`config.mk`:
```
export PLATFORM = sky130hd
export DESIGN_NAME = readout_rx_decision_scheduler
export DESIGN_NICKNAME = d
export VERILOG_FILES = /design/src/rtl/readout_rx_decision_scheduler.sv
export SDC_FILE = /design/constraint.sdc
export NUM_CORES = 1
export LEC_CHECK = 0
export CORE_MARGIN = 1.5
export CORE_UTILIZATION = 28
export DETAILED_ROUTE_END_ITERATION = 8
export PLACE_DENSITY_LB_ADDON = 0.12
export SYNTH_ARGS = -nofsm -noshare
export SYNTH_HDL_FRONTEND = slang
export SYNTH_SLANG_ARGS = --single-unit
```
`constraint.sdc`:
```
create_clock -name clk -period 6.05 [get_ports clk]
set_input_delay 1.21 -clock clk [delete_from_list [all_inputs] [get_ports clk]]
set_output_delay 1.21 -clock clk [all_outputs]
set_load 0.1 [all_outputs]
```
`src/rtl/readout_rx_decision_scheduler.sv`:
```
// Shared threshold decision stage for NUM_CHANNEL readout channels: latches finished bin counts,
// arbitrates them round-robin and emits one tagged state decision per cycle over valid/ready.
module readout_rx_decision_scheduler #(
  parameter int NUM_CHANNEL       = 4,
  parameter int BIN_COUNTER_WIDTH = 16,
  parameter int CH_ID_WIDTH       = 2
) (
  input  logic                                   clk,
  input  logic                                   rst,
  input  logic [NUM_CHANNEL*BIN_COUNTER_WIDTH-1:0] bin_count_in,
  input  logic [NUM_CHANNEL-1:0]                 finish_count_in,
  input  logic                                   cfg_we_in,
  input  logic [CH_ID_WIDTH-1:0]                 cfg_ch_in,
  input  logic [BIN_COUNTER_WIDTH-1:0]           cfg_threshold_in,
  input  logic                                   overrun_clr_in,
  input  logic                                   ready_in,
  output logic                                   valid_meas_result_out,
  output logic                                   meas_result_out,
  output logic [CH_ID_WIDTH-1:0]                 meas_ch_out,
  output logic [NUM_CHANNEL-1:0]                 overrun_out
);

  localparam int W = BIN_COUNTER_WIDTH;
  localparam logic [W-1:0] THR_RST = {1'b1, {(W-1){1'b0}}};

  // Counts and thresholds are magnitudes, so the decision is an unsigned full-width compare.
  function automatic logic decide(input logic [W-1:0] cnt, input logic [W-1:0] thr);
    return (cnt >= thr);
  endfunction

  logic [W-1:0]           hold_p0 [NUM_CHANNEL];
  logic [W-1:0]           thr_p0  [NUM_CHANNEL];
  logic [NUM_CHANNEL-1:0] pending_p0;
  logic [NUM_CHANNEL-1:0] overrun_p0;
  logic [CH_ID_WIDTH-1:0] rr_ptr;

  logic                   vld_p1;
  logic                   result_p1;
  logic [CH_ID_WIDTH-1:0] ch_p1;

  logic                   grant_vld;
  logic [NUM_CHANNEL-1:0] grant_oh;
  logic [CH_ID_WIDTH-1:0] grant_ch;
  logic [W-1:0]           grant_hold;
  logic [W-1:0]           grant_thr;
  logic [CH_ID_WIDTH-1:0] rr_next;
  logic                   advance;
  logic                   do_grant;
  logic [NUM_CHANNEL-1:0] grant_clr;
  logic [NUM_CHANNEL-1:0] capture;
  logic [NUM_CHANNEL-1:0] lost;

  // Search order starts at rr_ptr and wraps; the first pending channel in that order wins.
  always_comb begin
    grant_vld  = 1'b0;
    grant_oh   = '0;
    grant_ch   = '0;
    grant_hold = '0;
    grant_thr  = '0;
    rr_next    = rr_ptr;
    for (int i = 0; i < NUM_CHANNEL; i++) begin
      for (int k = 0; k < NUM_CHANNEL; k++) begin
        if (!grant_vld && pending_p0[k] && (((int'(rr_ptr) + i) % NUM_CHANNEL) == k)) begin
          grant_vld   = 1'b1;
          grant_oh[k] = 1'b1;
          grant_ch    = CH_ID_WIDTH'(k);
          grant_hold  = hold_p0[k];
          grant_thr   = thr_p0[k];
          rr_next     = (k == NUM_CHANNEL - 1) ? '0 : CH_ID_WIDTH'(k + 1);
        end
      end
    end
  end

  assign advance   = !vld_p1 || ready_in;
  assign do_grant  = advance && grant_vld;
  assign grant_clr = grant_oh & {NUM_CHANNEL{do_grant}};
  assign capture   = finish_count_in & (~pending_p0 | grant_clr);
  assign lost      = finish_count_in & pending_p0 & ~grant_clr;

  // Stage p0 -> p1: capture/arbitrate, decide, load output slot
  always_ff @(posedge clk or negedge rst) begin
    if (!rst) begin
      pending_p0 <= '0;
      overrun_p0 <= '0;
      rr_ptr     <= '0;
      vld_p1     <= 1'b0;
      result_p1  <= 1'b0;
      ch_p1      <= '0;
      for (int k = 0; k < NUM_CHANNEL; k++) thr_p0[k] <= THR_RST;
    end else begin
      pending_p0 <= (pending_p0 & ~grant_clr) | capture;
      // A fresh overrun wins over a same-edge clear so no lost result goes unreported.
      overrun_p0 <= (overrun_p0 & {NUM_CHANNEL{!overrun_clr_in}}) | lost;
      for (int k = 0; k < NUM_CHANNEL; k++) begin
        if (cfg_we_in && (int'(cfg_ch_in) == k)) thr_p0[k] <= cfg_threshold_in;
      end
      if (advance) begin
        vld_p1    <= grant_vld;
        result_p1 <= grant_vld && decide(grant_hold, grant_thr);
        ch_p1     <= grant_ch;
      end
      if (do_grant) rr_ptr <= rr_next;
    end
  end

  always_ff @(posedge clk) begin
    for (int k = 0; k < NUM_CHANNEL; k++) begin
      if (capture[k]) hold_p0[k] <= bin_count_in[k*W +: W];
    end
  end

  assign valid_meas_result_out = vld_p1;
  assign meas_result_out       = result_p1;
  assign meas_ch_out           = ch_p1;
  assign overrun_out           = overrun_p0;

endmodule

```
==> results of run 1 <==
-- per-stage QoR --
| stage | setup slack (ns) | instance area (um2) | hold slack (ns) | total power [W] | cells |
|---|---|---|---|---|---|
| 4_1_cts | 1.78 | 11300 | 0.499 | 0.00496 | 1433 |
| 2_1_floorplan | 3.08 | 9370 | 0.489 | 0.00303 | 914 |
| 3_5_place_dp | 1.78 | 10700 | 0.479 | 0.00383 | 1401 |
| 6_report | 1.72 | 11300 | 0.495 | 0.00497 | 1433 |
| 3_3_place_gp | 1.84 | 10700 | 0.477 | 0.00383 | 1401 |
| 5_1_grt | 1.47 | 11300 | 0.514 | 0.00524 | 1433 |
-- power by group through the flow --
stage                     Sequential [W]  Clock [W]  Combinational [W]
final                            0.00155    0.00111            0.00231
after global routing             0.00157    0.00117            0.00250
after CTS                        0.00153    0.00114            0.00230
after detailed placement         0.00154          0            0.00228
after global placement           0.00155          0            0.00228
after floorplan                  0.00149          0            0.00154
-- flip-flops by register name (all words and copies together) (netlist names) --
signal	cells
hold_p0	64
thr_p0	64
overrun_out	4
pending_p0	4
meas_ch_out	2
rr_ptr	2
meas_result_out	1
valid_meas_result_out	1
-- cell families after synthesis --
group,after synthesis,share of synthesized area [%]
compound gates,397,31.0
mux,62,7.45
flops,142,41.4
fa+ha+maj,16,2.14
buf+inv,94,5.00
simple gates,203,13.0
-- worst max-delay path: stages, from the launching register on --
cell	delay, ns
dfrtp_1	0.59
buf_4	0.30
nor2b_1	0.58
nand2_1	0.67
nand2_1	0.49
a21oi_1	0.08
a211o_1	0.30
ha_1	0.29
a21o_1	0.15
a2111oi_0	0.36
o21ai_0	0.15
o2111ai_1	0.12
a41oi_1	0.13
-- how the worst max path moves through the flow --
stage | from | endpoint | slack (ns) | cells after the start
finish | pending_p0[0] | meas_result_out | 1.72 | 12
global route | pending_p0[0] | meas_result_out | 1.47 | 12
CTS | pending_p0[0] | meas_result_out | 1.78 | 12
detailed placement | pending_p0[0] | meas_result_out | 1.78 | 12
global placement | pending_p0[0] | meas_result_out | 1.84 | 12
floorplan | rr_ptr[0] | meas_result_out | 3.08 | 14
-- placed cells by master (no fill, tap or decap), drive strengths merged, types with 28 or more instances in the layout --
cell type,n
o22ai,31
a21oi,52
nand2,38
o21ai,70
clkdlybuf4s50,97
dfrtp,74
edfxtp,64
a222oi,32
buf,28
nor2,54
a221oi,33
mux2,62
-- final cells by class --
type	count	area, um2
clock inverters	12	160
fillers	3345	21400
clock buffers	20	447
flip-flops and latches	142	3880
inverters	14	52.6
multi-input cells	678	5030
repair buffers	125	1190
well taps	442	553
-- layer usage --
| layer | GRT usage [%] | routed length, um |
|---|---|---|
| met5 | 0 | 0 |
| met4 | 10.5 | 1540 |
| met3 | 3.68 | 2980 |
| met2 | 34.2 | 16800 |
| met1 | 31.4 | 17100 |
==> summary.txt, run 1 <==
Global routing
  • Pin count of the biggest net entering global routing: 44
  • Initial antenna violation count: 0
  • Vias in the first global route: 8,713
  • Global Route Usage Sum: 22.6%
  • First-pass GRT wire length: 57.3 mm
  • Final global-route overflow total: 0

Cells and area
  • Fraction of layout cells with a size suffix above 1: 15.6%
  • Core Util, Final: 34.6%
  • Layout area overhead: 20.8%
  • Final #Nets: 1,085
  • # diodes: 0

Worst setup path
  • FF-to-FF End: meas_result_out
  • Worst endpoint required time: 6.36 ns
  • RR Startpoint: pending_p0[0]
  • Startpoint types: register
  • CP Class: reg2reg
  • Crit path DAT: 4.65 ns
  • R2R depth: 12
  • Crit end category: register
  • Worst reg2reg setup slack: 1.72 ns
  • CP Max Fanout: 17

Clocking
  • H-tree levels: 4
  • Cts hold-fix bufs: 0
  • CTS resizes: 0
  • Worst-Skew Late Latency: 0.45 ns
  • Number of CTS-inserted buffers: 17
  • Max Root-Sink Buffers: 2
  • TritonCTS clock tree: yes
  • Post-CTS Repair Setup Buffers: 0
  • Sink Count: 142
  • Clock Tree Root: clkbuf_16
  • CTS clk-pin slew, worst paths: 0.07 ns

Place
  • Gpl congestion: 0.950
  • Port-buffer cells: 98
  • DP Wirelength: 25.5 mm

Drt
  • Routed Antenna Nets: 0
  • Wire per inst: 26.8 um
  • Initial drt markers: 1,474
  • Via count: 8,839
  • Drt pass-1 iters: 7
  • # DRC: 0
  • WL final: 38.4 mm
  • Via-to-Cell Ratio: 6.17

Timing
  • Final Max Slew Viols: 0
  • Relative slew margins: 25.6%
  • Final hold viol count: 0
  • Setup TNS: 0 ns
  • Clk_skew: 0.0215 ns
  • Tmin final: 4.33 ns
  • Final setup viols: 0
  • Fmax: 231 MHz
  • RSZ-0062 raised after global routing: false
  • Final period util: 71.6%
  • Worst-Margin Slew: 1.11 ns

Die
  • Initial Util: 28.6%
  • Row cnt: 66
  • Die W: 186 um
  • Die Ht: 186 um
  • Core box area: 0.0327 mm2
  • # IOs: 99
  • Area of the die: 0.0346 mm2

Logic synthesis
  • Post-synthesis cell area: 0.00937 mm2
  • Number of synthesized flops with an enable pin: 64
  • Post-Syn Nets: 1,021
  • Area share of the largest cell type after synthesis: 20.5%
  • Mapped Cells: 914
  • Yosys reg bits: 142
  • Leading area contributor after synthesis: edfxtp_1
  • Most common cell in the netlist: dfrtp_1
  • Ys Warns: 0
  • Async SR Flop Fraction: 54.9%
  • Commonest cells post-synth: dfrtp_1, edfxtp_1, mux2_2
  • Synth cell types: 82
  • Sequential fraction of the synthesis area: 41.4%
  • Syn avg cell area: 10.2 um2
  • Most used DFF post-synth: dfrtp_1
  • Synth top area cells: edfxtp_1, dfrtp_1, mux2_2

Power
  • Sw Share: 43.2%
  • Max IR drop VDD: 230 uV
  • Pint: 0.00282 W
  • NetSw: 0.00215 W
  • Power density over the cells: 439 mW/mm2
  • Comb power frac: 46.6%
  • Share of power burned in registers: 31.1%
  • Leakage: 4.06 nW
  • Power share of the clock group: 22.3%

Min path
  • Hold Path Depth: 1
  • Min-Delay Path Class: reg2reg
  • Worst Hold End: meas_ch_out[1]
  • Hold_sp: meas_ch_out[1]

Status
  • Outcome: finished clean

Job
  • Max cap viols: 0
(Power assumes the default switching activity.)
==> inputs of run 2 (changes only) <==
==> constraint.sdc (replaced) <==
create_clock -name clk -period 3.8 [get_ports clk]
set_input_delay 0.76 -clock clk [delete_from_list [all_inputs] [get_ports clk]]
set_output_delay 0.76 -clock clk [all_outputs]
set_load 0.1 [all_outputs]
==> run 2 against run 1 <==
Net effect: maximum frequency increased by 26%; routed wire length increased by 1.8%; final cell count increased by 4.7%; clock power increased by 52%; critical path depth unchanged; clock skew decreased by 0.0087 ns; largest power group unchanged.
==> summary.txt, run 2 (same netlist as run 1, synthesis figures left out) <==
Drt
  • WL final: 39.0 mm
  • Via-to-Cell Ratio: 6.10
  • Drt pass-1 iters: 7
  • Wire per inst: 26.0 um
  • # DRC: 0
  • Initial drt markers: 1,182
  • Routed Antenna Nets: 0
  • Via count: 9,150

Place
  • Gpl congestion: 0.937
  • DP Wirelength: 27.3 mm
  • Placed insts: 1,468
  • Port-buffer cells: 98
  • Post-Place Worst Slack: 0.243 ns

Clocking
  • Sink Count: 142
  • H-tree levels: 4
  • Clock Tree Root: clkbuf_16
  • Post-CTS Repair Setup Buffers: 0
  • Cts hold-fix bufs: 0
  • CTS resizes: 0
  • Worst-Skew Late Latency: 0.46 ns
  • Max Root-Sink Buffers: 2
  • Number of CTS-inserted buffers: 17
  • TritonCTS clock tree: yes
  • CTS clk-pin slew, worst paths: 0.07 ns

Die
  • Die Ht: 186 um
  • Row cnt: 66
  • Core box area: 0.0327 mm2
  • Die W: 186 um
  • Initial Util: 28.6%
  • Area of the die: 0.0346 mm2
  • # IOs: 99

Cells and area
  • # diodes: 0
  • Commonest non-fill, non-tap cell in the layout: clkdlybuf4s50_1
  • Fraction of layout cells with a size suffix above 1: 21.4%
  • Most frequent cells in the layout: clkdlybuf4s50_1, buf_4, dfrtp_1
  • Layout area overhead: 26.7%
  • Post-Layout Cell Count: 1,500
  • Largest registers: hold_p0 (64), thr_p0 (64)
  • Final #Nets: 1,152

Timing
  • Final period util: 90.3%
  • Final Max Slew Viols: 0
  • Relative slew margins: 26.4%
  • Tmin final: 3.43 ns
  • RSZ-0062 raised after global routing: false
  • Final hold viol count: 0
  • Final setup viols: 0
  • Fmax: 291 MHz
  • Worst-Margin Slew: 1.10 ns
  • Clk_skew: 0.0129 ns
  • Setup TNS: 0 ns
  • Setup WS post-layout: 0.367 ns

Global routing
  • Vias in the first global route: 9,039
  • First-pass GRT wire length: 58.6 mm
  • Met1 Use GR: 31.4%
  • Global Route Usage Sum: 23.2%
  • Top Usage Layer GRT: met2
  • GR Util met3: 4.68%
  • Initial antenna violation count: 0
  • M2 GR Usage: 35.2%
  • Final global-route overflow total: 0
  • Pin count of the biggest net entering global routing: 68

Worst setup path
  • CP Class: reg2reg
  • WP buf/inv: 1
  • CP Max Fanout: 29
  • Startpoint types: register
  • Critical path cell sequence: buf_4, nor4bb_2, o21ai_0, a31oi_1, o211ai_1, a211o_1, ha_1, a21o_1, a2111oi_0, o21ai_0, o2111ai_1, a41oi_1
  • Worst endpoint required time: 4.13 ns
  • Crit-path max cell delay: 0.62 ns
  • Crit path DAT: 3.76 ns
  • CP top delay family: compound AO/OA/AOI/OAI gates
  • Most used cell along the critical path: o21ai_0
  • Crit end category: register
  • Slowest-stage cell, CP: dfrtp_4

Job
  • Max cap viols: 0

Min path
  • Min-Delay Path Class: in2async

Power
  • Max IR drop VDD: 398 uV
  • Leakage: 4.41 nW
  • Power density over the cells: 685 mW/mm2
  • Tot Pwr: 0.00813 W

Status
  • Outcome: finished clean
==> run 2: layout make-up <==
| type | count | area (um2) |
|---|---|---|
| clock inverter | 12 | 140 |
| fill | 3309 | 20800 |
| sequential | 142 | 3880 |
| tap | 442 | 553 |
| inverter | 14 | 52.6 |
| multi-input combinational | 678 | 5040 |
| clock buffer | 20 | 437 |
| timing repair buffer | 192 | 1760 |
==> run 2: report_power, final <==
part | switching, W | leakage [nW] | internal (W)
combinational | 0.00234 | 2.64 | 0.00170
clock | 0.000718 | 0.277 | 0.000972
sequential | 0.000450 | 1.49 | 0.00195
==> run 2: final timing paths <==
| kind | start | end | slack, ns | cells after the start |
|---|---|---|---|---|
| setup / recovery | rr_ptr[0] | meas_result_out | 0.37 | 12 |
| hold / removal | rst | thr_p0[42] | 0.45 | 1 |
| setup reg to reg | rr_ptr[0] | meas_result_out | 0.37 | 12 |
| hold reg to reg | overrun_out[3] | overrun_out[3] | 0.51 | 1 |
| max in group asynchronous | rst | thr_p0[63] | 2.53 | 2 |
| min in group clk | overrun_out[3] | overrun_out[3] | 0.51 | 1 |
==> run 2: metal layers <==
metal / share of wire, % / routed length (um)
met2: 45 / 17400
met5: 0 / 0
met1: 44 / 17100
met4: 3.8 / 1470
met3: 7.8 / 3040
==> run 2: through the flow <==
stage / utilization (%) / hold WS (ns) / cell area, um2
floorplan: - / 0.464 / 9370
global placement: 34.5 / 0.487 / 11300
detailed placement: 34.5 / 0.491 / 11300
CTS: 36.2 / 0.480 / 11900
global route: 36.3 / 0.517 / 11900
finish: 36.3 / 0.450 / 11900
==> run 2: worst register-to-register path, cell delays in order (launching register included) <==
cell and delay [ns]:
dfrtp_4 0.62, buf_4 0.24, nor4bb_2 0.40, o21ai_0 0.18, a31oi_1 0.22, o211ai_1 0.12, a211o_1 0.31, ha_1 0.29
a21o_1 0.16, a2111oi_0 0.35, o21ai_0 0.16, o2111ai_1 0.12, a41oi_1 0.14
==> RTL edit (config.mk and constraints of run 2) <==
The parameter `CH_ID_WIDTH` goes from 2 to 4.
--- a/src/rtl/readout_rx_decision_scheduler.sv
+++ b/src/rtl/readout_rx_decision_scheduler.sv
@@ -3,7 +3,7 @@
 module readout_rx_decision_scheduler #(
   parameter int NUM_CHANNEL       = 4,
   parameter int BIN_COUNTER_WIDTH = 16,
-  parameter int CH_ID_WIDTH       = 2
+  parameter int CH_ID_WIDTH       = 4
 ) (
   input  logic                                   clk,
   input  logic                                   rst,
Interface: changed (resized cfg_ch_in and meas_ch_out); port bits go from 99 to 103. The function was not compared with the original's and may differ.
==> RTL edit against run 2 <==
Power is 1.4% lower; sequential cell count stayed put; worst hold slack worse by 26 ps; first-iteration DRC count fell by 23%; routed wire length down 9.5%; worst setup slack got worse by 190 ps; global-route usage decreased by 1.3 points; area after synthesis down 5.9%; cell area down 3.7%; maximum frequency fell by 5.2%; largest power group unchanged; highest routed layer unchanged.
==> RTL edit: results (changes against run 2) <==
qor: layout.fillCellCount 3047 [was 3309]
qor: layout.drive_gt1_share 22.40% [was 21.36%]
qor: logic_synthesis.postSynthCellCount 877 [was 914]
qor: power.power_leakage 4.352 nW [was 4.407 nW]
qor: global_routing.grt_pass1_vias 8328 [was 9039]
qor: layout.buffers 203 [was 192]
qor: place.detailedPlace.worstSlack 87.81 ps [was 242.8 ps]
qor: global_routing.globalRouteTotalUtil 21.93% [was 23.22%]
qor: critical_path.worst_path_largest_cell_delay 540 ps [was 620 ps]
qor: layout.n_all_inverters 7 [was 14]
qor: drt.avgRoutedWirePerCell 24.59 um [was 26.02 um]
qor: global_routing.grt_util_met2 35.26% [was 35.16%]
qor: critical_path.worst_ep_arrival_time 3960 ps [was 3760 ps]
qor: layout.layout.buffer.nonclock.area_share 15.95% [was 14.82%]
qor: timing.hold_ws 424.2 ps [was 450.3 ps]
qor: critical_path.worst-path-max-fanout 12 [was 29]
qor: logic_synthesis.synth-seq-area-share 43.99% [was 41.41%]
qor: drt.dr_wl_met3 2541 um [was 3041 um]
qor: global_routing.groute.layer.met3.usage 4.184% [was 4.676%]
qor: layout.nets 1136 [was 1152]
qor: logic_synthesis.yosys-top-cells-area sky130_fd_sc_hd__edfxtp_1, sky130_fd_sc_hd__dfrtp_1, sky130_fd_sc_hd__mux2_2 [unchanged]
qor: run_status.outcome completed [unchanged]
qor: place.placed_cells 1404 [was 1468]
qor: critical_path.crit-reg2reg-launch pending_p0[3] [was rr_ptr[0]]
qor: drt.avgViaCountPerCell 5.931 [was 6.100]
qor: layout.multi_input_comb_cells 656 [was 678]
qor: critical_path.rr_worst_depth 13 [was 12]
qor: drt.drt_wl_total 35310 um [was 39030 um]
qor: timing.worstMarginPinSlew 1118 ps [was 1104 ps]
qor: timing.skew 15.66 ps [was 12.89 ps]
qor: layout.seq-cell-share 34.02% [was 32.74%]
qor: layout.multi_input_combinational_cell_area 4616 um^2 [was 5040 um^2]
qor: logic_synthesis.synthAdderAreaFrac 2.270% [was 2.137%]
qor: layout.clockNetworkAreaShare 5.060% [was 4.861%]
qor: timing.max_freq 0.2763 GHz [was 0.2913 GHz]
qor: layout.final_core_util 37.05% [was 36.29%]
qor: drt.dr_wl_met2 16440 um [was 17370 um]
## RTL edit: cell count changes after synthesis, sizes merged, moves of 13 or more
cell   before  now
o22a       18    0
a21o       25   10
o21ai      70   45
nor2       54   71
nand2      38   51
o22ai      31   45
nor3        4   29
## RTL edit: cells by family (layout without fill, tap and decap cells)
| group | count (synthesis) | in the layout |
|---|---|---|
| AOI/OAI and AO/OA | 348 | 348 |
| and+or+nand+nor | 225 | 225 |
| DFF | 142 | 142 |
| buffers and inverters | 80 | 242 |
| muxes | 65 | 65 |
| adders and majority gates | 16 | 16 |
| other | 1 | 2 |
## RTL edit: power breakdown
group / total [mW] / switching [mW] / internal, mW
combinational: 3.86 / 2.16 / 1.71
sequential: 2.47 / 0.493 / 1.98
clock: 1.68 / 0.757 / 0.922
total: 8.02 / 3.41 / 4.61
## RTL edit: what timing repair did
action / 4_1_cts / 5_1_grt
gates resized for setup: 0 / 10
hold buffers: 0 / 0
setup endpoints to repair: 0 / 1
